### src/rtl/chip8_pkg.sv
// chip8_pkg: shared keypad constants and the 8-bit keyval event format.
package chip8_pkg;

  typedef logic [7:0] keyval_t;

  localparam keyval_t     KEYVAL_NONE   = 8'hFF;
  localparam int unsigned KEY_PRESS_BIT = 7;

  // Hex code at [row][col]; row 0 is the top, column 0 the left.
  localparam logic [3:0] KEYMAP [4][4] = '{
    '{4'h1, 4'h2, 4'h3, 4'hC},
    '{4'h4, 4'h5, 4'h6, 4'hD},
    '{4'h7, 4'h8, 4'h9, 4'hE},
    '{4'hA, 4'h0, 4'hB, 4'hF}
  };

  // Builds {pressed, 3'b000, code}.
  function automatic keyval_t make_keyval(input logic pressed, input logic [3:0] code);
    keyval_t kv;
    kv                = '0;
    kv[KEY_PRESS_BIT] = pressed;
    kv[3:0]           = code;
    return kv;
  endfunction

endpackage

### src/rtl/chip8_evt_fifo.sv
// chip8_evt_fifo: generic synchronous FIFO with extra-bit pointers.
// Only compiled when KEYPAD_EVENT_EN is defined, the sole configuration that uses it.
`ifdef KEYPAD_EVENT_EN
module chip8_evt_fifo #(
  parameter int unsigned Width = 8,
  parameter int unsigned Depth = 4
) (
  input  logic             clk_i,
  input  logic             rst_ni,
  input  logic             wr_valid_i,
  input  logic [Width-1:0] wr_data_i,
  output logic             wr_ready_o,
  output logic             rd_valid_o,
  output logic [Width-1:0] rd_data_o,
  input  logic             rd_ready_i
);
  localparam int unsigned AW = $clog2(Depth);
  localparam logic [AW:0] PtrOne = {{AW{1'b0}}, 1'b1};

  logic [AW:0]      wr_ptr_q, wr_ptr_d, rd_ptr_q, rd_ptr_d;
  logic [Width-1:0] mem_q [Depth];
  logic             empty, full, push, pop;

  assign empty = (wr_ptr_q == rd_ptr_q);
  assign full  = (wr_ptr_q[AW] != rd_ptr_q[AW]) && (wr_ptr_q[AW-1:0] == rd_ptr_q[AW-1:0]);
  assign pop   = !empty && rd_ready_i;
  // A pop in the same cycle frees the slot, so a full FIFO can still accept.
  assign wr_ready_o = !full || pop;
  assign push       = wr_valid_i && wr_ready_o;

  assign rd_valid_o = !empty;
  assign rd_data_o  = mem_q[rd_ptr_q[AW-1:0]];

  // Pointer next-state.
  always_comb begin
    wr_ptr_d = wr_ptr_q;
    rd_ptr_d = rd_ptr_q;
    if (push) wr_ptr_d = wr_ptr_q + PtrOne;
    if (pop)  rd_ptr_d = rd_ptr_q + PtrOne;
  end

  // Pointer registers.
  always_ff @(posedge clk_i or negedge rst_ni) begin
    if (!rst_ni) begin
      wr_ptr_q <= '0;
      rd_ptr_q <= '0;
    end else begin
      wr_ptr_q <= wr_ptr_d;
      rd_ptr_q <= rd_ptr_d;
    end
  end

  // Storage; contents are don't-care while empty, so no reset.
  always_ff @(posedge clk_i) begin
    if (push) mem_q[wr_ptr_q[AW-1:0]] <= wr_data_i;
  end

endmodule
`endif

### src/rtl/chip8_keypad_scanner.sv
// chip8_keypad_scanner: scans and debounces a 4x4 hex keypad for the CHIP-8 core.
// Define KEYPAD_EVENT_EN to include the press/release event FIFO and overflow flag.
module chip8_keypad_scanner
  import chip8_pkg::*;
#(
  parameter int unsigned SCAN_DIV  = 1000,
  parameter int unsigned DEBOUNCE  = 4,
  parameter int unsigned EVT_DEPTH = 4
) (
  input  logic        clk_in,
  input  logic        rst_n_in,
  input  logic [3:0]  row_n_in,
  output logic [3:0]  col_n_out,
  output logic [15:0] keys_out,
  output logic        evt_valid_out,
  output logic [7:0]  evt_data_out,
  input  logic        evt_ready_in,
  output logic        evt_overflow_out
);
  localparam int unsigned DW        = $clog2(SCAN_DIV);
  localparam logic [DW-1:0] DwLast  = DW'(SCAN_DIV - 1);
  localparam logic [DW-1:0] DwRows  = DW'(4);

  logic             active_q;
  logic [DW-1:0]    dwell_q, dwell_d;
  logic [1:0]       col_q, col_d;
  logic [3:0]       row_meta_q, row_sync_q;
  logic [3:0]       sample_q;
  logic [1:0]       sample_col_q;
  logic [15:0]      keys_q, keys_d;
  logic [15:0][3:0] cnt_q, cnt_d;
  logic             push_d;
  keyval_t          push_data_d;

  logic [1:0]       proc_row;
  logic [3:0]       proc_code;
  logic             proc_smp, proc_en;
  logic [3:0]       cnt_inc;

  // Scan timing: dwell counter and column index advance once the scanner is running.
  always_comb begin
    dwell_d = dwell_q;
    col_d   = col_q;
    if (active_q) begin
      if (dwell_q == DwLast) begin
        dwell_d = '0;
        col_d   = col_q + 2'd1;
      end else begin
        dwell_d = dwell_q + DW'(1);
      end
    end
  end

  // Scan state, row synchronizer and the sample latch frozen at end of dwell.
  always_ff @(posedge clk_in or negedge rst_n_in) begin
    if (!rst_n_in) begin
      active_q     <= 1'b0;
      dwell_q      <= '0;
      col_q        <= '0;
      row_meta_q   <= 4'hF;
      row_sync_q   <= 4'hF;
      sample_q     <= '0;
      sample_col_q <= '0;
    end else begin
      active_q   <= 1'b1;
      dwell_q    <= dwell_d;
      col_q      <= col_d;
      row_meta_q <= row_n_in;
      row_sync_q <= row_meta_q;
      if (active_q && (dwell_q == DwLast)) begin
        sample_q     <= ~row_sync_q;
        sample_col_q <= col_q;
      end
    end
  end

  assign col_n_out = active_q ? ~(4'b0001 << col_q) : 4'b1111;

  // One row of the latched column is debounced per cycle in dwell slots 0..3.
  assign proc_row  = dwell_q[1:0];
  assign proc_code = KEYMAP[proc_row][sample_col_q];
  assign proc_smp  = sample_q[proc_row];
  assign proc_en   = active_q && (dwell_q < DwRows);
  assign cnt_inc   = cnt_q[proc_code] + 4'd1;

  // Per-key debounce next-state and event generation.
  always_comb begin
    keys_d      = keys_q;
    cnt_d       = cnt_q;
    push_d      = 1'b0;
    push_data_d = make_keyval(proc_smp, proc_code);
    if (proc_en) begin
      if (proc_smp == keys_q[proc_code]) begin
        cnt_d[proc_code] = '0;
      end else if (cnt_inc == 4'(DEBOUNCE)) begin
        keys_d[proc_code] = proc_smp;
        cnt_d[proc_code]  = '0;
        push_d            = 1'b1;
      end else begin
        cnt_d[proc_code] = cnt_inc;
      end
    end
  end

  // Debounced key state and counters.
  always_ff @(posedge clk_in or negedge rst_n_in) begin
    if (!rst_n_in) begin
      keys_q <= '0;
      cnt_q  <= '0;
    end else begin
      keys_q <= keys_d;
      cnt_q  <= cnt_d;
    end
  end

  assign keys_out = keys_q;

`ifdef KEYPAD_EVENT_EN
  logic    push_q;
  keyval_t push_data_q;
  logic    fifo_wr_ready;
  logic    overflow_q;

  // Events are staged one cycle so they appear the clock after keys_out changes.
  always_ff @(posedge clk_in or negedge rst_n_in) begin
    if (!rst_n_in) begin
      push_q      <= 1'b0;
      push_data_q <= '0;
      overflow_q  <= 1'b0;
    end else begin
      push_q      <= push_d;
      push_data_q <= push_data_d;
      if (push_q && !fifo_wr_ready) overflow_q <= 1'b1;
    end
  end

  chip8_evt_fifo #(
    .Width (8),
    .Depth (EVT_DEPTH)
  ) u_evt_fifo (
    .clk_i      (clk_in),
    .rst_ni     (rst_n_in),
    .wr_valid_i (push_q),
    .wr_data_i  (push_data_q),
    .wr_ready_o (fifo_wr_ready),
    .rd_valid_o (evt_valid_out),
    .rd_data_o  (evt_data_out),
    .rd_ready_i (evt_ready_in)
  );

  assign evt_overflow_out = overflow_q;
`else
  logic unused_evt;
  assign unused_evt       = ^{evt_ready_in, push_d, push_data_d, EVT_DEPTH[0]};
  assign evt_valid_out    = 1'b0;
  assign evt_data_out     = KEYVAL_NONE;
  assign evt_overflow_out = 1'b0;
`endif

endmodule

### config.mk
export PLATFORM = sky130hd
export DESIGN_NAME = chip8_keypad_scanner
export DESIGN_NICKNAME = d
export VERILOG_FILES = /design/src/rtl/chip8_pkg.sv /design/src/rtl/chip8_evt_fifo.sv /design/src/rtl/chip8_keypad_scanner.sv
export SDC_FILE = /design/constraint.sdc
export NUM_CORES = 1
export LEC_CHECK = 0
export CORE_ASPECT_RATIO = 1.25
export CORE_MARGIN = 2
export CORE_UTILIZATION = 45
export DETAILED_ROUTE_END_ITERATION = 16
export MAX_ROUTING_LAYER = met4
export PLACE_DENSITY_LB_ADDON = 0.08
export SLEW_MARGIN = 5
export SYNTH_ARGS = -nofsm -noshare
export SYNTH_HDL_FRONTEND = slang
export SYNTH_SLANG_ARGS = --single-unit
### constraint.sdc
create_clock -name clk_in -period 11.6 [get_ports clk_in]
set_input_delay 2.9 -clock clk_in [delete_from_list [all_inputs] [get_ports clk_in]]
set_output_delay 2.9 -clock clk_in [all_outputs]
set_load 0.005 [all_outputs]
==> flow_metrics.py <==
metrics = {
    "min_path": {
        "worstHoldEndpoint": "row_sync_q[0]",
        "min_path_cells": 0,
        "hold_path_startpoint": "row_meta_q[0]",
        "hp-class": "flip-flop to flip-flop",
    },
    "place": {
        "post-place-cells": 812,
        "io_buffers": 25,
        "globalplace.congestion": 0.880,
        "placed_area_um2": 6110,
        "dpl.hpwl_um": 10200,
        "dp_slack_ns": 6.20,
    },
    "die": {
        "rows": 46,
        "die_width_um": 106,
        "io-pin-count": 37,
        "die_y_um": 132,
        "die-area_um2": 13900,
        "initial_core_util": 0.460,
        "core_area_um2": 12700,
    },
    "clocking": {
        "ctsResizeCount": 0,
        "ctsHoldBuffers": 0,
        "cts.sink_count": 107,
        "clock_latency_ns": 0.36,
        "htree_levels": 3,
        "cts_tree": "built",
        "root_buffer": "clkbuf_16",
        "clkTransAtPathRegs_ns": 0.07,
        "numCtsBuffers": 9,
        "cts_setup_buffers": 0,
        "ctsLongestPathBuffers": 2,
    },
    "job": {
        "cap_violations": 0,
    },
    "sta": {
        "tightest_slew_ns": 1.20,
        "post-route-period-util": 0.470,
        "fin_setup_tns_ns": 0,
        "timing.fmax_mhz": 183,
        "fin_crit_ns": 5.45,
        "hold_viol": 0,
        "rsz0062_at_grt": "false",
        "finalClockSkew_ns": 0.0100,
        "slew_viol_final": 0,
        "max_slew_margin": 0.196,
        "worst_slack_ns": 6.15,
        "setup_viol": 0,
    },
    "layout": {
        "drive_above_1_share": 0.0864,
        "post-route-util": 0.505,
        "layout.nets": 673,
        "design_area_um2": 6420,
        "diodes": 0,
        "fin_cells": 828,
        "fillers": 1226,
        "syn_to_final_growth_pct": 9.70,
    },
    "logic_synthesis": {
        "netlist_area_um2": 5860,
        "syn_inst": 652,
        "syn_area_per_cell_um2": 8.98,
        "synth_async_sr_flop_share": 1.00,
        "yosysSeqAreaShare": 0.459,
        "synth-edff-count": 0,
        "synth-main-ff-cell": "dfrtp_1",
        "ys_ff_latch": 107,
        "ys.warnings.count": 0,
        "synthDistinctLibCells": 62,
    },
    "drt": {
        "drt_iter0_drc": 295,
        "drc": 0,
        "vias_per_cell": 5.77,
        "num_vias": 4777,
        "ant_nets": 0,
        "drt_wl_total_um": 15100,
        "drtPass1Iterations": 5,
        "wl_per_cell_um": 18.3,
    },
    "power_and_ir_drop": {
        "internal_power_uw": 768,
        "power_frac_clock": 0.238,
        "leakagePower_nw": 2.71,
        "p_switching_uw": 589,
        "seqPwrFrac": 0.379,
        "swShare": 0.434,
        "ir_drop_mv": 0.118,
        "combPwrFrac": 0.384,
        "p_per_area_nw_per_um2": 211,
    },
    "setup_path": {
        "r2r_slack_ns": 6.15,
        "crit_arrival_ns": 5.66,
        "worstPathMaxFanout": 19,
        "cp_common_cell": "ha_1",
        "worst-setup-path-type": "flip-flop to flip-flop",
        "critical-path-slowest-cell": "a221oi_2",
        "critPathCaptureType": "flip-flop",
        "worstPathRequired_ns": 11.80,
        "critPathBufInv": 2,
        "crit_chain": "inv_1 > ha_1 > nand2b_1 > a221oi_2 > nor2_1 > buf_4 > mux2i_1 > a211o_1 > nor4bb_2 > ha_1 > o21a_1 > or3_1 > o21ai_0",
        "reg2reg_from": "dwell_q[1]",
        "reg2reg_to": "cnt_q[36]",
        "critPathTopFamily": "compound AO/OA/AOI/OAI gates",
        "crit_path_start_kind": "flip-flop",
        "r2r_cells": 13,
        "slowest_delay_ns": 0.81,
    },
    "global_routing": {
        "grt_max_degree": 68,
        "grt_pass1_vias": 4775,
        "grt_pass1_wl_um": 25400,
        "track_usage": 0.237,
        "antenna_found_initial": 0,
        "gr-total-overflow": 0,
    },
    "outcome": {
        "status": "complete, no violations",
    },
}
## stage by stage
step	hold slack (ns)	total power, mW
2_1_floorplan	0.345	0.893
3_3_place_gp	0.347	1.02
3_5_place_dp	0.347	1.04
4_1_cts	0.359	1.36
5_1_grt	0.365	1.44
6_report	0.357	1.36
## state kept, by name (all words and copies together) (netlist names)
register and cells:
active_q 1, cnt_q 64, col_q 2, dwell_q 10
keys_out 16, row_meta_q 4, row_sync_q 4, sample_col_q 2
sample_q 4
## power by group through the flow
stage                     sequential, mW  clock (mW)  combinational, mW
after floorplan                    0.496           0              0.397
after global placement             0.517           0              0.505
after detailed placement           0.519           0              0.516
after CTS                          0.513       0.332              0.517
after global routing               0.524       0.344              0.575
final                              0.514       0.322              0.521
## cells by family (layout without fill, tap and decap cells)
kind of cell               Yosys count  count (layout)  synth area share
and+or+nand+nor                    299             299             0.237
AOI/OAI and AO/OA                  152             152             0.178
DFF                                107             107             0.459
buffers and inverters               53              52            0.0500
muxes                               19              19            0.0365
adders and majority gates           11              11            0.0235
xor gates and xnor gates             9               9            0.0147
other                                2              11           0.00128
## area by class of cell
cell class                 instances  area, um^2  share of cell area
sequential                       107        2690               0.418
clock inverter                     7        83.8              0.0131
tap                              168         210              0.0327
multi-input combinational        501        2920               0.454
timing repair buffer              28         270              0.0421
inverter                           8        30.0             0.00467
clock buffer                       9         225              0.0351
## cell usage after synthesis, types with 3 or more instances
library cell / count / area share
mux2_2: 5 / 0.0096
buf_6: 4 / 0.0077
buf_2: 9 / 0.0077
o32ai_1: 4 / 0.0060
nand2b_1: 3 / 0.0032
xnor2_1: 6 / 0.0090
o21ai_1: 3 / 0.0026
nand2_1: 145 / 0.093
and3_1: 16 / 0.017
nand3_1: 45 / 0.038
a2111oi_0: 11 / 0.016
o31ai_1: 31 / 0.040
o211ai_1: 8 / 0.010
nand4_1: 21 / 0.022
dfstp_2: 8 / 0.036
nor2_1: 39 / 0.025
ha_1: 11 / 0.024
dfrtp_1: 99 / 0.42
o21ai_2: 11 / 0.016
inv_1: 8 / 0.0051
a21oi_1: 3 / 0.0026
clkbuf_1: 17 / 0.011
mux2i_1: 12 / 0.021
nor3_1: 6 / 0.0051
a21boi_1: 4 / 0.0051
o21ai_0: 58 / 0.050
or3_1: 5 / 0.0053
buf_4: 14 / 0.018
## worst max path at each step
stage,startpoint,to,cells after the start
3_3_place_gp,dwell_q[1],cnt_q[0],13
2_1_floorplan,dwell_q[0],cnt_q[44],18
5_1_grt,dwell_q[1],cnt_q[60],11
3_5_place_dp,dwell_q[1],cnt_q[4],13
6_report,dwell_q[1],cnt_q[36],13
4_1_cts,dwell_q[1],cnt_q[36],13
## routing by layer
layer  vias to the layer above  track usage  part of all wire
met5                         -            -                 0
met3                        21       0.0412             0.041
met2                       115        0.369              0.48
li1                       2323            -                 -
met4                         0       0.0804             0.017
met1                      2318        0.313              0.46
## cell usage in the layout (no fill, tap or decap), drive strengths merged, types with 3 or more instances in the layout
cell type	instances
a21boi	6
ha	11
o32ai	4
buf	4
o31ai	31
conb	11
xor2	3
nand2b	3
or3	5
xnor2	6
nor2b	3
clkbuf	9
dfstp	8
mux2	6
dfrtp	99
inv	11
o21ai	73
o211ai	8
a21oi	3
clkdlybuf4s50	24
nor3	6
nand4	22
nand2	146
a2111oi	11
nand3	45
nor2	39
and3	16
mux2i	12
Note: power is estimated with default switching activity, not from simulation.
